## src/rtl/pipeline_reg_execute.sv

```systemverilog
// Execute->writeback pipeline register with a 2-entry skid buffer, flush and stall counter.
// Define FORWARD_EN to add the fwd_valid/fwd_rd/fwd_data bypass outputs mirroring slot O.
module pipeline_reg_execute #(
  parameter int unsigned DATA_WIDTH = 32,
  parameter int unsigned REG_AW     = 5,
  parameter int unsigned STALL_CW   = 16
) (
  input  logic                  clk,
  input  logic                  rst_n,
  input  logic                  flush,
  input  logic                  in_valid,
  output logic                  in_ready,
  input  logic                  write_enable_in,
  input  logic [DATA_WIDTH-1:0] alu_result_in,
  input  logic [REG_AW-1:0]     rd_sel_in,
  output logic                  out_valid,
  input  logic                  out_ready,
  output logic                  write_enable_out,
  output logic [DATA_WIDTH-1:0] wb_data_out,
  output logic [REG_AW-1:0]     rd_sel_out,
`ifdef FORWARD_EN
  output logic                  fwd_valid,
  output logic [REG_AW-1:0]     fwd_rd,
  output logic [DATA_WIDTH-1:0] fwd_data,
`endif
  output logic [STALL_CW-1:0]   stall_count
);

  logic                  o_valid_q, o_valid_d;
  logic                  o_we_q, o_we_d;
  logic [DATA_WIDTH-1:0] o_data_q, o_data_d;
  logic [REG_AW-1:0]     o_rd_q, o_rd_d;
  logic                  s_valid_q, s_valid_d;
  logic                  s_we_q, s_we_d;
  logic [DATA_WIDTH-1:0] s_data_q, s_data_d;
  logic [REG_AW-1:0]     s_rd_q, s_rd_d;
  logic [STALL_CW-1:0]   stall_q, stall_d;

  logic accept, consume;

  // in_ready comes from state only, so out_ready never reaches it combinationally.
  assign in_ready = !s_valid_q;
  assign accept   = in_valid && in_ready;
  assign consume  = o_valid_q && out_ready;

  always_comb begin
    o_valid_d = o_valid_q;
    o_we_d    = o_we_q;
    o_data_d  = o_data_q;
    o_rd_d    = o_rd_q;
    s_valid_d = s_valid_q;
    s_we_d    = s_we_q;
    s_data_d  = s_data_q;
    s_rd_d    = s_rd_q;
    if (flush) begin
      o_valid_d = 1'b0;
      s_valid_d = 1'b0;
    end else if (!o_valid_q || consume) begin
      if (s_valid_q) begin
        o_valid_d = 1'b1;
        o_we_d    = s_we_q;
        o_data_d  = s_data_q;
        o_rd_d    = s_rd_q;
        s_valid_d = 1'b0;
      end else if (accept) begin
        o_valid_d = 1'b1;
        o_we_d    = write_enable_in;
        o_data_d  = alu_result_in;
        o_rd_d    = rd_sel_in;
      end else begin
        o_valid_d = 1'b0;
      end
    end else if (accept) begin
      s_valid_d = 1'b1;
      s_we_d    = write_enable_in;
      s_data_d  = alu_result_in;
      s_rd_d    = rd_sel_in;
    end
  end

  always_comb begin
    stall_d = stall_q;
    if (o_valid_q && !out_ready && (stall_q != {STALL_CW{1'b1}})) begin
      stall_d = stall_q + 1'b1;
    end
  end

  always_ff @(posedge clk or negedge rst_n) begin
    if (!rst_n) begin
      o_valid_q <= 1'b0;
      o_we_q    <= 1'b0;
      o_data_q  <= '0;
      o_rd_q    <= '0;
      s_valid_q <= 1'b0;
      s_we_q    <= 1'b0;
      s_data_q  <= '0;
      s_rd_q    <= '0;
      stall_q   <= '0;
    end else begin
      o_valid_q <= o_valid_d;
      o_we_q    <= o_we_d;
      o_data_q  <= o_data_d;
      o_rd_q    <= o_rd_d;
      s_valid_q <= s_valid_d;
      s_we_q    <= s_we_d;
      s_data_q  <= s_data_d;
      s_rd_q    <= s_rd_d;
      stall_q   <= stall_d;
    end
  end

  assign out_valid        = o_valid_q;
  // Writes to x0 are suppressed but the entry still handshakes.
  assign write_enable_out = o_we_q && (o_rd_q != '0);
  assign wb_data_out      = o_data_q;
  assign rd_sel_out       = o_rd_q;
  assign stall_count      = stall_q;

`ifdef FORWARD_EN
  assign fwd_valid = o_valid_q && write_enable_out;
  assign fwd_rd    = o_rd_q;
  assign fwd_data  = o_data_q;
`endif

endmodule
```

## config.mk

```make
export PLATFORM = sky130hd
export DESIGN_NAME = pipeline_reg_execute
export DESIGN_NICKNAME = d
export VERILOG_FILES = /design/src/rtl/pipeline_reg_execute.sv
export SDC_FILE = /design/constraint.sdc
export NUM_CORES = 1
export LEC_CHECK = 0
export CORE_UTILIZATION = 28
export CTS_CLUSTER_DIAMETER = 30
export DETAILED_ROUTE_END_ITERATION = 7
export PLACE_DENSITY = 0.64
export REMOVE_ABC_BUFFERS = 1
export SLEW_MARGIN = 20
export SYNTH_ARGS = -nofsm -noshare
export SYNTH_HDL_FRONTEND = slang
export SYNTH_SLANG_ARGS = --single-unit
```

## constraint.sdc

```tcl
create_clock -name clk -period 1.6 [get_ports clk]
set_input_delay 0.32 -clock clk [delete_from_list [all_inputs] [get_ports clk]]
set_output_delay 0.32 -clock clk [all_outputs]
set_load 0.02 [all_outputs]
```

---- Yosys cells after proc, flatten, opt, wreduce, memory -nomap -nowiden ----
Cells that the tools add are included.
storage, ports and cells
  word-level logic and storage cells ...... 41
  memory bits (writable) .................. 0
  output and inout port bits .............. 56
  bits in read-only memories .............. 0
  register bits after elaboration ......... 94
  memories kept ........................... 0
  input bits .............................. 43
  bits in latches ......................... 0
operators by class
  mux-type cells .......................... 13
  reduce and logical (&&, ||, !) cells .... 15
  magnitude comparators ................... 0
  add/sub/neg operators ................... 1
  shifts and indexed selects .............. 0
  eq/ne operators ......................... 1
  multipliers ............................. 0
  bitwise logic cells ..................... 2
  divide/modulo/power cells ............... 0
operators with widths
  cell                   number
  $mux 32                2
  $add 16x1->16 const B  1
  $ne 16x16->1 const B   1
  $mux 5                 2
  $mux 1                 9
  $reduce_and 3->1       2
  $logic_and 1x1->1      5
  $reduce_bool 5->1      1
  $reduce_bool 2->1      2
  $logic_not 1->1        3
  $reduce_bool 3->1      1
  $not 1->1              2
  $logic_or 1x1->1       1

---- Depth between registers and ports, before layout ----
  depth after elaboration ................. 6
  mapped depth ............................ 7
  gate-level depth less buffers ........... 5

---- Least setup slack after synthesis ----
OpenSTA, ideal clock, no wires.
  path type ............................... register to register
  from .................................... register stall_q[0], in the netlist stall_count[0]
  to ...................................... register stall_q[12], in the netlist stall_count[12]
  setup time .............................. 0.125 ns
  cell stages (with the launch flop) ...... 7
  setup slack ............................. -0.228 ns
  data arrival time ....................... 1.703 ns
  data required time ...................... 1.475 ns
  buffers on the path ..................... 1
  path through ............................ dfrtp_1 -> ha_1 -> nand3_1 -> or2_0 -> clkbuf_1 -> nor3_1 -> mux2_2
between the ends
  word-level cells in the longest chain between the ends .. 2
  elaborated cells between the ends (all ways) .. 3
  classes of those cells .................. add/sub (1); eq/ne (1); reduce/logical (1)
RTL lines
  what                                                                   line  source
  start: declaration                                                     37    logic [STALL_CW-1:0] stall_q, stall_d;
  start signal: assignment                                               108   stall_q <= stall_d;
  parallel branches: the longest is 2 deep, another holds $add 16x1->16  --
Several ways; the timed one is not identified.
A chain may end at the register's enable or synchronous reset.

---- Worst setup path in the final report ----
  from .................................... register o_rd_q[4], in the netlist rd_sel_out[4]
  to ...................................... output write_enable_out
between the ends
  word-level cells in the longest chain between the ends .. 2
RTL lines
  what                      line  source
  start: declaration        32    logic [REG_AW-1:0] o_rd_q, o_rd_d;
  start signal: assignment  103   o_rd_q <= o_rd_d;
  $reduce_bool 5->1         114   assign write_enable_out = o_we_q && (o_rd_q != '0);
  $logic_and 1x1->1         114
  end: declaration          18    output logic write_enable_out,
No other way between the ends.

==> flow_summary.ini <==
[status]
status = complete, but fails checks
violations = negative setup slack

[synth]
synth_edf_count = 0
synth_seq_area_share_pct = 58.1
ys_ff_latch = 94
synth_common_cells = dfrtp_1 (94), nor2_1 (45), a21oi_1 (41)
synth_area_leaders = dfrtp_1 (58%), mux2_2 (11%), mux2i_1 (9.4%), a21oi_1 (5.1%), nor2_1 (4.2%)
yosysMostFrequentCell = dfrtp_1
ys_warn_count = 0
netlist_area_um2 = 4050
avgSynthCellArea_um2 = 12.2
synth_ff_type = dfrtp_1
post-synth-top-area-cell = dfrtp_1
postSynthCellCount = 333
synth_top_area_share_pct = 58.1
async_flop_share_pct = 100
ys_types = 32

[pwr]
p_int_w = 0.00473
seqPwrFrac_pct = 46.6
pwr-share-comb_pct = 24.6
power.density_nw_per_um2 = 1130
p_leak_nw = 2.54
p_sw_share_pct = 29.3
clock_power_share_pct = 28.8
netSwitchingPower_w = 0.00196
peakVddDrop_v = 0.000652
power_w = 0.00669

[setup_path]
required_ns = 1.28
rr_endpoint = stall_count[15]
cp.arrival_ns = 1.56
reg2regPathDepth = 5
reg2reg_slack_ns = 0.03
critPathKind = reg -> out
cp_slowest_stage_delay_ns = 0.52
path_cells = or4_1, o21a_1, buf_6
worst_setup_path_start_kind = flip-flop
cp_max_fo = 2
cp_slowest_cell = or4_1
reg2reg_from = stall_count[0]
critPathCaptureType = output pin

[cts]
cts_tree = built
clockBufferDepth = 2
cts.sinks = 94
clock-root-buffer = clkbuf_16
cts_buffers = 9
clk_latency_ns = 0.34
clk_pin_slew_ns = 0.07
htreeDepth = 3

[timing]
fmax_mhz = 533
whs_ns = 0.467
fin_skew_ns = 0.00491
tns_ns = -0.277
max_slew_margin_pct = 72.4
slew_viol_final = 0
worst_slew_pin_slew_ns = 0.414
finalSetupViolCount = 1
fin_crit_sh_pct = 117
rsz0062_at_grt = yes
finalHoldViolations = 0
fin_ws_ns = -0.277
min_period_ns = 1.88

[flow_run]
max_cap_violations = 0

[global_routing]
grt_use_total_pct = 13.3
antenna_found_initial = 0
grt_pass1_vias = 3099
grt_pass1_wl_um = 15400
grt_max_degree = 43
overflow = 0

[drt]
vias_per_cell = 4.63
firstDrtPassIters = 4
post_drt_wl_per_cell_um = 14.3
drtAntennaViolNets = 0
drtIter0Drc = 122
dr_total_vias = 3008
drc_errors = 0
routed_wl_um = 9310

[placement]
dpl_cell_area_um2 = 5560
port-buffer-count = 98
place_hpwl_um = 6380
gp_congestion = 0.823
placed_cells = 631

[layout]
fill_cells = 1334
fin_nets = 509
drive_gt1_share_pct = 26.2
stdcell_count = 650
stdcell_area_um2 = 5920
syn_to_final_growth_pct = 46.2
n_antenna_cell = 0

[floorplanning]
rows = 43
die_w_um = 122
fp.dieArea_um2 = 14900
core-area_um2 = 14000
start_util_pct = 28.9
io_pins = 99
fp.dieH_um = 122

[min_path]
hp-class = in -> async
worst max-delay path by stage:
stage / from / depth (start not counted) / to
after floorplan: s_valid_q / 3 / o_we_q
after global placement: out_ready / 5 / stall_count[15]
after detailed placement: out_ready / 5 / stall_count[15]
after CTS: rd_sel_out[0] / 3 / write_enable_out
after global routing: rd_sel_out[4] / 3 / write_enable_out
final: rd_sel_out[4] / 3 / write_enable_out
cell usage in the layout (no fill, tap or decap), types with 2 or more instances in the layout:
master           synthesis  layout
dfrtp_1                 94      92
dlygate4sd2_1            0      51
nor2_1                  45      43
a21oi_1                 41      41
mux2_2                  40      40
clkdlybuf4s50_1          0      40
mux2i_1                 38      38
buf_4                    0      30
xor2_1                  11      11
clkbuf_16                0       9
nand2_1                  7       7
buf_12                   0       7
nor3_2                   0       6
buf_6                    0       6
clkdlybuf4s15_1          0       4
nand4_1                  3       3
nor4_2                   1       3
clkinv_2                 0       3
inv_1                    2       2
o21ai_0                  2       2
nor4_4                   1       2
nand3_1                  4       2
clkinvlp_4               0       2
dfrtp_2                  0       2
critical path: cells and delay by family (launching register included):
| family | cells | cell delay [ns] |
|---|---|---|
| buffers and inverters | 1 | 0.13 |
| and+or+nand+nor | 1 | 0.52 |
| AOI/OAI and AO/OA | 1 | 0.19 |
| DFF | 1 | 0.38 |
power by group through the flow:
stage               clock (W)  combinational (W)  sequential [W]
detailed placement          0            0.00176         0.00314
finish                0.00193            0.00164         0.00312
global route          0.00212            0.00179         0.00319
floorplan                   0           0.000539         0.00341
global placement            0            0.00172         0.00311
CTS                   0.00200            0.00163         0.00310
final cells by class:
| cell class | count | area, um2 | area share [%] |
|---|---|---|---|
| flip-flops and latches | 94 | 2350 | 39.8 |
| multi-input cells | 218 | 1720 | 29.1 |
| repair buffers | 140 | 1340 | 22.7 |
| clock buffers | 10 | 229 | 3.87 |
| well taps | 180 | 225 | 3.81 |
| clock inverters | 6 | 38.8 | 0.656 |
| inverters | 2 | 7.51 | 0.127 |
cells by family after synthesis:
| logic type | share of synthesized area (%) |
|---|---|
| compound gates | 5.66 |
| simple gates | 10.6 |
| fa+ha+maj | 0.309 |
| buf+inv | 2.13 |
| flops | 58.1 |
| mux | 20.5 |
| xor+xnor | 2.60 |
flip-flops by register name (all words and copies together), names as in the netlist:
name,flops
o_we_q,1
out_valid,1
rd_sel_out,5
s_data_q,32
s_rd_q,5
s_valid_q,1
s_we_q,1
stall_count,16
wb_data_out,32
through the flow:
step,worst slack [ns],util (%)
final,-0.277,42.3
after global routing,-0.324,42.3
after CTS,-0.297,41.7
after detailed placement,-0.412,39.8
after global placement,-0.368,39.8
after floorplan,-4.30,-
what timing repair did:
action | CTS | global route
pin swaps | 3 | 4
setup endpoints to repair | 60 | 17
endpoints found under the hold margin | 23 | 0
gates resized for setup | 69 | 23
cloned | 0 | 0
buffers inserted | 2 | 0
hold buffers | 1 | 0
routing by layer:
| layer | vias to the layer above | wire [um] | GRT usage [%] | part of all wire, % |
|---|---|---|---|---|
| met4 | 0 | 129 | 5.34 | 1.4 |
| met3 | 11 | 501 | 3.21 | 5.4 |
| met1 | 1491 | 4250 | 17.2 | 46 |
| li1 | 1435 | - | - | - |
| met5 | - | 0 | 0 | 0 |
| met2 | 71 | 4430 | 21.3 | 48 |
(Power assumes the default switching activity.)
